## src/rtl/branch_predictor_pkg.sv

```systemverilog
// Shared types for the bimodal predictor: 2-bit counter encodings, reset value, PC index helper.
// Pure declarations; no latency or backpressure of its own.
package riscv151_bp_pkg;

   typedef enum logic [1:0] {
      SNT = 2'b00,
      WNT = 2'b01,
      WT  = 2'b10,
      ST  = 2'b11
   } bp_ctr_e;

   localparam bp_ctr_e BP_INIT = WNT;

   // Word index of a PC; callers truncate to their table index width.
   function automatic logic [29:0] bp_idx(input logic [31:0] pc);
      return pc[31:2];
   endfunction

endpackage

```

## src/rtl/branch_predictor_if.sv

```systemverilog
// Fetch/execute-facing signal bundle of the branch predictor.
// Purely combinational wiring; no handshake, execute stalls via ex_stall.
interface branch_predictor_if;
   logic [31:0] if_pc;
   logic        pred_taken;
   logic        ex_valid;
   logic        ex_stall;
   logic        ex_is_branch;
   logic [31:0] ex_pc;
   logic        ex_taken;
   logic        ex_pred;
   logic [31:0] ex_target;
   logic        flush;
   logic [31:0] redirect_pc;
   logic [31:0] br_count;
   logic [31:0] mp_count;

   modport master (
      output if_pc, ex_valid, ex_stall, ex_is_branch, ex_pc, ex_taken, ex_pred, ex_target,
      input  pred_taken, flush, redirect_pc, br_count, mp_count
   );

   modport slave (
      input  if_pc, ex_valid, ex_stall, ex_is_branch, ex_pc, ex_taken, ex_pred, ex_target,
      output pred_taken, flush, redirect_pc, br_count, mp_count
   );
endinterface

```

## src/rtl/branch_predictor_sat_counter2.sv

```systemverilog
// 2-bit saturating counter next-state: step toward taken/not-taken, hold at the ends.
// Combinational, zero latency; no backpressure.
module sat_counter2
   import riscv151_bp_pkg::*;
(
   input  bp_ctr_e cur,
   input  logic    taken,
   output bp_ctr_e nxt
);

   always_comb begin
      nxt = cur;
      unique case (cur)
         SNT: nxt = taken ? WNT : SNT;
         WNT: nxt = taken ? WT  : SNT;
         WT:  nxt = taken ? ST  : WNT;
         ST:  nxt = taken ? ST  : WT;
         default: nxt = cur;
      endcase
   end

endmodule

```

## src/rtl/branch_predictor.sv

```systemverilog
// Bimodal predictor + mispredict redirect: zero-latency lookup, flush/redirect combinational in resolve cycle,
// training and stats registered on the closing edge; ex_stall holds off every update.
module branch_predictor
   import riscv151_bp_pkg::*;
#(
   parameter int ENTRIES = 64,
   parameter int IDX_W   = $clog2(ENTRIES)
) (
   input  logic               clk,
   input  logic               rst,
   branch_predictor_if.slave  bp
);

   logic [1:0]       tbl [ENTRIES];
   logic [IDX_W-1:0] if_idx;
   logic [IDX_W-1:0] ex_idx;
   bp_ctr_e          cur_ctr;
   bp_ctr_e          nxt_ctr;
   logic             res;
   logic [31:0]      br_count_q;
   logic [31:0]      mp_count_q;

   assign if_idx  = IDX_W'(bp_idx(bp.if_pc));
   assign ex_idx  = IDX_W'(bp_idx(bp.ex_pc));
   assign cur_ctr = bp_ctr_e'(tbl[ex_idx]);

   sat_counter2 u_sat (
      .cur   (cur_ctr),
      .taken (bp.ex_taken),
      .nxt   (nxt_ctr)
   );

   // No bypass: a same-index lookup in the resolve cycle sees the pre-update counter.
   assign bp.pred_taken  = tbl[if_idx][1];

   assign res            = bp.ex_valid & bp.ex_is_branch & ~bp.ex_stall;
   assign bp.flush       = res & (bp.ex_taken != bp.ex_pred);
   assign bp.redirect_pc = bp.ex_taken ? bp.ex_target : bp.ex_pc + 32'd4;

   always_ff @(posedge clk or negedge rst) begin
      if (!rst) begin
         for (int i = 0; i < ENTRIES; i++) begin
            tbl[i] <= BP_INIT;
         end
      end else if (res) begin
         tbl[ex_idx] <= nxt_ctr;
      end
   end

   always_ff @(posedge clk or negedge rst) begin
      if (!rst) begin
         br_count_q <= '0;
         mp_count_q <= '0;
      end else begin
         if (res && (br_count_q != 32'hFFFF_FFFF)) begin
            br_count_q <= br_count_q + 32'd1;
         end
         if (bp.flush && (mp_count_q != 32'hFFFF_FFFF)) begin
            mp_count_q <= mp_count_q + 32'd1;
         end
      end
   end

   assign bp.br_count = br_count_q;
   assign bp.mp_count = mp_count_q;

endmodule

```

## src/flat_wrapper.sv

```systemverilog
// flat-port wrapper written by rule: the top's interface ports become plain ports
module branch_predictor_flat import riscv151_bp_pkg::*;
#(
   parameter int ENTRIES = 64,
   parameter int IDX_W   = $clog2(ENTRIES)
)
  (clk, rst, bp_if_pc, bp_ex_valid, bp_ex_stall, bp_ex_is_branch, bp_ex_pc, bp_ex_taken, bp_ex_pred, bp_ex_target, bp_pred_taken, bp_flush, bp_redirect_pc, bp_br_count, bp_mp_count);
  branch_predictor_if bp_i ();
  input  logic clk;
  input  logic rst;
  input wire logic [$bits(bp_i.if_pc)-1:0] bp_if_pc;
  input wire logic [$bits(bp_i.ex_valid)-1:0] bp_ex_valid;
  input wire logic [$bits(bp_i.ex_stall)-1:0] bp_ex_stall;
  input wire logic [$bits(bp_i.ex_is_branch)-1:0] bp_ex_is_branch;
  input wire logic [$bits(bp_i.ex_pc)-1:0] bp_ex_pc;
  input wire logic [$bits(bp_i.ex_taken)-1:0] bp_ex_taken;
  input wire logic [$bits(bp_i.ex_pred)-1:0] bp_ex_pred;
  input wire logic [$bits(bp_i.ex_target)-1:0] bp_ex_target;
  output wire logic [$bits(bp_i.pred_taken)-1:0] bp_pred_taken;
  output wire logic [$bits(bp_i.flush)-1:0] bp_flush;
  output wire logic [$bits(bp_i.redirect_pc)-1:0] bp_redirect_pc;
  output wire logic [$bits(bp_i.br_count)-1:0] bp_br_count;
  output wire logic [$bits(bp_i.mp_count)-1:0] bp_mp_count;
  assign bp_i.if_pc = bp_if_pc;
  assign bp_i.ex_valid = bp_ex_valid;
  assign bp_i.ex_stall = bp_ex_stall;
  assign bp_i.ex_is_branch = bp_ex_is_branch;
  assign bp_i.ex_pc = bp_ex_pc;
  assign bp_i.ex_taken = bp_ex_taken;
  assign bp_i.ex_pred = bp_ex_pred;
  assign bp_i.ex_target = bp_ex_target;
  assign bp_pred_taken = bp_i.pred_taken;
  assign bp_flush = bp_i.flush;
  assign bp_redirect_pc = bp_i.redirect_pc;
  assign bp_br_count = bp_i.br_count;
  assign bp_mp_count = bp_i.mp_count;
  branch_predictor #(.ENTRIES(ENTRIES), .IDX_W(IDX_W)) u_core (.clk(clk), .rst(rst), .bp(bp_i));
endmodule
```

## config.mk

```make
export PLATFORM = sky130hd
export DESIGN_NAME = branch_predictor_flat
export DESIGN_NICKNAME = d
export VERILOG_FILES = /design/src/rtl/branch_predictor_pkg.sv /design/src/rtl/branch_predictor_if.sv /design/src/rtl/branch_predictor_sat_counter2.sv /design/src/rtl/branch_predictor.sv /design/src/flat_wrapper.sv
export SDC_FILE = /design/constraint.sdc
export NUM_CORES = 1
export LEC_CHECK = 0
export CAP_MARGIN = 20
export CORE_ASPECT_RATIO = 0.7
export CORE_MARGIN = 2
export CORE_UTILIZATION = 55
export CTS_CLUSTER_DIAMETER = 100
export DETAILED_ROUTE_END_ITERATION = 12
export PLACE_DENSITY = 0.86
export SLEW_MARGIN = 20
export SYNTH_ARGS = -nofsm -noshare
export SYNTH_HDL_FRONTEND = slang
export SYNTH_SLANG_ARGS = --single-unit
```

## constraint.sdc

```tcl
create_clock -name clk -period 4.3 [get_ports clk]
set_input_delay 0.86 -clock clk [delete_from_list [all_inputs] [get_ports clk]]
set_output_delay 0.86 -clock clk [all_outputs]
set_load 0.02 [all_outputs]
```

==> impl_metrics.py <==
metrics = {
    "logic_synthesis": {
        "synth.area.top_cells": "dfrtp_1 (26%), dfstp_2 (13%), nand2_1 (7.6%), mux4_2 (7.4%), and3_1 (3.9%)",
        "ys_types": 59,
        "yosysTopAreaCell": "dfrtp_1",
        "synth-edff-count": 0,
        "syn_inst": 1308,
        "synth-seq-area-share_pct": 39.0,
        "ys_warn_count": 0,
        "syn_area_per_cell_um2": 9.58,
        "synth_ff_type": "dfrtp_1",
        "synth_nets": 1414,
        "yosysTopAreaCellShare_pct": 25.6,
        "ys_ff_latch": 192,
        "syn-cell-area_mm2": 0.0125,
        "async_flop_share_pct": 100,
        "synth_commonest_cells": "nand2_1 (254), dfrtp_1 (128), and3_1 (78)",
        "synth.most_common_cell": "nand2_1",
    },
    "finish": {
        "num-nets-final": 1551,
        "postLayoutCellArea_mm2": 0.0154,
        "multi_input_area_mm2": 0.00708,
        "instances_no_fill": 1770,
        "diodes": 0,
        "regArea_mm2": 0.00488,
        "fillers": 1661,
        "drive_gt1_share_pct": 18.5,
        "syn_to_final_growth_pct": 22.8,
    },
    "worst_setup_path": {
        "crit_start": "bp_ex_pc[8]",
        "crit_required_ns": 3.44,
        "start_kind": "primary input",
        "cp.arrival_ns": 3.39,
        "reg2reg_setup_slack_ns": 1.31,
        "crit_fanout": 4,
        "cp-end-kind": "primary output",
        "rr_startpoint": "u_core.tbl[16]",
        "critPathKind": "primary input to primary output",
    },
    "pwr": {
        "peakVddDrop_uv": 283,
        "power_density_mw_per_mm2": 317,
        "power_mw": 4.87,
        "p_leak_nw": 6.46,
    },
    "clocking": {
        "clock-sinks": 192,
        "cts_setup_buffers": 0,
        "h-tree-depth": 4,
        "cts_buffer_depth": 2,
        "hold_buffers": 0,
        "insertion_delay_ns": 0.45,
        "cts_tree": "built",
        "clockRootBuffer": "clkbuf_16",
        "cts_buffers": 17,
        "clk_pin_slew_ns": 0.07,
    },
    "global_route": {
        "track_usage_pct": 32.7,
        "grt_pass1_vias": 11740,
        "antenna_found_initial": 0,
        "grt_max_degree": 110,
        "grt_pass1_wl_um": 62000,
        "overflow": 0,
    },
    "place": {
        "dpl_cell_area_mm2": 0.0148,
        "hpwl_um": 25600,
        "io_buffer_count": 174,
        "dp_slack_ns": -0.329,
        "placedCellCount": 1736,
        "globalplace.congestion": 0.908,
    },
    "floorplanning": {
        "dieArea_mm2": 0.0240,
        "die_w_um": 184,
        "ios": 201,
        "die_y_um": 130,
        "core_mm2": 0.0225,
        "start_util_pct": 55.7,
        "row_count": 46,
    },
    "run_status": {
        "status": "finished clean",
    },
    "min_path": {
        "worstHoldStart": "u_core.tbl[56]",
        "hold_class": "flip-flop to flip-flop",
    },
    "timing": {
        "finClkSkew_ns": 0.0130,
        "min_period_ns": 4.25,
        "setup_viol": 0,
        "fin_ws_ns": 0.0506,
        "worstMarginPinSlew_ns": 0.891,
        "final-hold-violation-count": 0,
        "min_period_over_period_pct": 98.8,
        "slew_violations": 0,
        "rsz0062_at_grt": "no",
        "slew_headroom_pct": 40.6,
        "max_freq_mhz": 235,
    },
    "route": {
        "drcViolationCount": 0,
        "via_per_inst": 6.88,
        "drt_wl_total_um": 39700,
        "wl_per_cell_um": 22.4,
        "antenna_left": 0,
        "drt_iter0_markers": 1903,
        "dr.pass1.iters": 7,
        "num_vias": 12185,
    },
    "run": {
        "maxCapViolCount": 0,
    },
}
[stage by stage]
step,hold WS [ns],util (%),setup TNS [ns]
after floorplan,0.452,-,0
after global placement,0.466,65.6,-1.41
after detailed placement,0.473,65.6,-2.01
after CTS,0.483,68.2,0
after global routing,0.511,68.4,0
final,0.486,68.4,0
[critical path, stage by stage]
cell	delay, ns
clkdlybuf4s50_1	0.60
nand4_1	0.28
buf_4	0.23
nor3_1	0.18
buf_4	0.14
buf_4	0.11
nand2_1	0.06
xor2_1	0.13
o21ai_0	0.14
clkdlybuf4s50_1	0.63
[final timing paths]
| kind | endpoint | cells after the start |
|---|---|---|
| max in group asynchronous | u_core.bp.mp_count[20] | 2 |
| worst min register to register | u_core.tbl[56] | 2 |
| worst max register to register | u_core.tbl[101] | 8 |
| min in group asynchronous | u_core.tbl[1] | 1 |
| worst max-delay path | bp_redirect_pc[17] | 10 |
| worst min-delay path | u_core.tbl[56] | 2 |
[cell families after synthesis]
logic type,Yosys count,synth area share [%]
AO/OA/AOI/OAI,257,16.6
XOR/XNOR,91,6.36
adder cells (fa/ha/maj),3,0.300
buffers and inverters,133,5.15
flip-flops,192,39.0
multiplexers,72,9.93
AND/OR/NAND/NOR,560,22.6
[power breakdown]
| group | switching, mW | leakage, nW | internal (mW) |
|---|---|---|---|
| sequential | 0.135 | 2.42 | 2.01 |
| combinational | 0.625 | 3.75 | 0.464 |
| clock | 0.804 | 0.287 | 0.832 |
[repair_timing]
action                                  4_1_cts  5_1_grt
cloned                                        0        1
endpoints found under the setup margin       11        7
pin swaps                                     1        1
gates resized for setup                      13       12
[state kept, by name, summed over array words and instances, names as in the netlist]
signal	flops
u_core.bp.br_count	32
u_core.bp.mp_count	32
u_core.tbl	128
[routing by layer]
| layer | up-vias | global-route usage [%] | wire (um) |
|---|---|---|---|
| li1 | 5237 | - | - |
| met1 | 5903 | 43.5 | 15300 |
| met2 | 896 | 50.6 | 17800 |
| met3 | 149 | 9.55 | 5320 |
| met4 | 0 | 13.3 | 1270 |
| met5 | - | 0 | 0 |
[final cells by class]
type	instances	area share, %
Inverter	11	0.268
Tap cell	312	2.54
Clock inverter	15	1.14
Multi-Input combinational cell	983	46.0
Clock buffer	17	2.77
Timing Repair Buffer	240	15.5
Sequential cell	192	31.8
[placed cells by master, fill, tap and decap left out, types with 6 or more instances in the layout]
cell type and count:
dfrtp_1 128, xnor2_1 53, dlygate4sd2_1 8, nand2_1 254, nor2_1 27, o32a_1 10
o22ai_1 11, o21ai_0 34, nor4_1 69, nand3b_1 8, nor3_1 11, o31ai_2 27
mux2_2 8, nand4_1 23, a22oi_1 54, o31ai_1 38, nand3_1 37, and3_1 78
and4_1 11, buf_4 55, clkbuf_16 18, mux4_2 41, dfstp_2 64, o32ai_1 54
mux2i_1 23, inv_1 11, xor2_1 38, and2_1 6, buf_12 12, clkdlybuf4s50_1 157
(Power assumes the default switching activity.)
==> edit: new RTL, same flow settings <==
`ENTRIES` is set to 64 in 2 places; all go to 32.
--- a/src/rtl/branch_predictor.sv
+++ b/src/rtl/branch_predictor.sv
@@ -5,3 +5,3 @@
 #(
-   parameter int ENTRIES = 64,
+   parameter int ENTRIES = 32,
    parameter int IDX_W   = $clog2(ENTRIES)
--- a/src/flat_wrapper.sv
+++ b/src/flat_wrapper.sv
@@ -3,3 +3,3 @@
 #(
-   parameter int ENTRIES = 64,
+   parameter int ENTRIES = 32,
    parameter int IDX_W   = $clog2(ENTRIES)
Function: changed (Yosys sat finds a counterexample within 4 cycles, from zero or initial values and one cycle with rst low).
==> edit against the original RTL <==
  * Via count fell by 44%
  * Critical endpoint is now bp_pred_taken
  * First-iteration DRC count decreased by 73%
  * Routed wire length fell by 44%
  * Clock power decreased by 5%
  * Area after synthesis fell by 37%
  * Global-route usage fell by 3.4 points
  * Sequential cell count decreased by 64
  * Register-to-register slack improved by 430 ps
  * Cell area fell by 33%
  * Power is 26% lower
  * Worst setup slack improved by 27 ps
==> edit: results (changes against the original RTL) <==
Status
  • Outcome: completed (unchanged)

Critical path
  • Reg2reg path depth: 7 (was 8)
  • CP top delay family: multiplexers (was buffers and inverters)
  • Critical path startpoint: bp_if_pc[2] (was bp_ex_pc[8])
  • CP Max Fanout: 8 (was 4)
  • Largest stage delay on the critical path: 540 ps (was 630 ps)
  • Reg2Reg Setup Slack: 1740 ps (was 1310 ps)
  • Setup crit end: bp_pred_taken (was bp_redirect_pc[17])
  • Critical R2R Capture: u_core.tbl[49] (was u_core.tbl[101])
  • CP arrival: 3360 ps (was 3390 ps)

Global route
  • Largest net degree at the start of global routing: 82 (was 110)
  • First-pass GRT wire length: 35400 um (was 62000 um)
  • Vias in the first global route: 6775 (was 11.7k)
  • Met1 Use GR: 0.409 (was 0.435)
  • Met2 Resource Use GR: 0.449 (was 0.506)
  • Tot GR Track Use: 0.293 (was 0.327)
  • Met3 Use GR: 0.0754 (was 0.0955)

Final layout
  • Sequential cell area: 3240 sq um (was 4880 sq um)
  • Final Net Count: 1072 (was 1551)
  • Sequential cell area share: 0.312 (was 0.318)
  • ANT cells: 1 (was 0)
  • Final Util: 0.746 (was 0.684)
  • Share of post-route cells with drive strength above 1: 0.176 (was 0.185)
  • Multi-input comb cells: 609 (was 983)
  • Filler instances: 913 (was 1661)
  • Area occupied by multi-input gates: 4290 sq um (was 7080 sq um)
  • Max reg flops: 64 (was 128)
  • Clock-cell share: 0.0607 (was 0.0390)
  • Non-clock buffers, area share: 0.186 (was 0.155)

Power and ir drop
  • Worst VDD drop: 0.258 mV (was 0.283 mV)
  • Switching power total: 1010 uW (was 1560 uW)
  • Pwr/cell area: 346 nW/um^2 (was 317 nW/um^2)
  • Leak Pwr: 0.00428 uW (was 0.00646 uW)
  • P_comb: 670 uW (was 1090 uW)

Place
  • Place WS: 24.0 ps (was -329 ps)
  • Dpl hpwl: 15500 um (was 25600 um)
  • Placer congestion estimate: 0.883 (was 0.908)
  • Area post-placement: 9710 sq um (was 14800 sq um)

Route
  • M1 wire length: 9770 um (was 15300 um)
  • Vias per cell: 5.90 (was 6.88)
  • Initial DRC Count: 513 (was 1903)
  • Met2 WL: 10200 um (was 17800 um)

Logic synthesis
  • Commonest cells in the netlist: nand2_1 (158), dfrtp_1 (96), xor2_1 (45) (was nand2_1 (254), dfrtp_1 (128), and3_1 (78))
  • Synth top area cells: dfrtp_1 (31%), dfstp_2 (11%), nand2_1 (7.6%) (was dfrtp_1 (26%), dfstp_2 (13%), nand2_1 (7.6%))
  • Sequential cell area fraction in the yosys report: 0.414 (was 0.390)
  • Count of cell types in the netlist: 61 (was 59)
  • Ys Warns: 0 (unchanged)
  • Avg Inst Size Synth: 9.92 sq um (was 9.58 sq um)
  • Syn nets: 899 (was 1414)

STA
  • Tmin final: 4220 ps (was 4250 ps)
  • Final worst hold slack: 480 ps (was 486 ps)
  • Max Clock Skew: 10.9 ps (was 13.0 ps)

CTS
  • Clk_lat worst skew: 420 ps (was 450 ps)

Worst hold path
  • Hold Crit Class: input port to async pin (was flip-flop to flip-flop)
edit: cell types whose count changed after synthesis, moves of 10 or more:
cell,unedited run,this run
nor4_1,70,6
buf_2,39,6
mux4_2,41,13
o31ai_2,27,40
and3_1,78,21
dfstp_2,64,32
a22oi_1,55,0
clkbuf_1,63,14
o31ai_1,38,24
dfrtp_1,128,96
o32ai_1,54,2
nand2_1,254,158
o32a_1,10,0
nor2_1,28,40
edit: kinds of logic (layout without fill, tap and decap cells):
| kind of cell | count (synthesis) | after routing | synth area share |
|---|---|---|---|
| XOR/XNOR | 89 | 89 | 0.0994 |
| AO/OA/AOI/OAI | 121 | 121 | 0.135 |
| adder cells (fa/ha/maj) | 6 | 6 | 0.00958 |
| multiplexers | 46 | 46 | 0.0809 |
| buffers and inverters | 53 | 238 | 0.0417 |
| AND/OR/NAND/NOR | 347 | 347 | 0.220 |
| other | 0 | 1 | 0 |
| flip-flops | 128 | 128 | 0.414 |
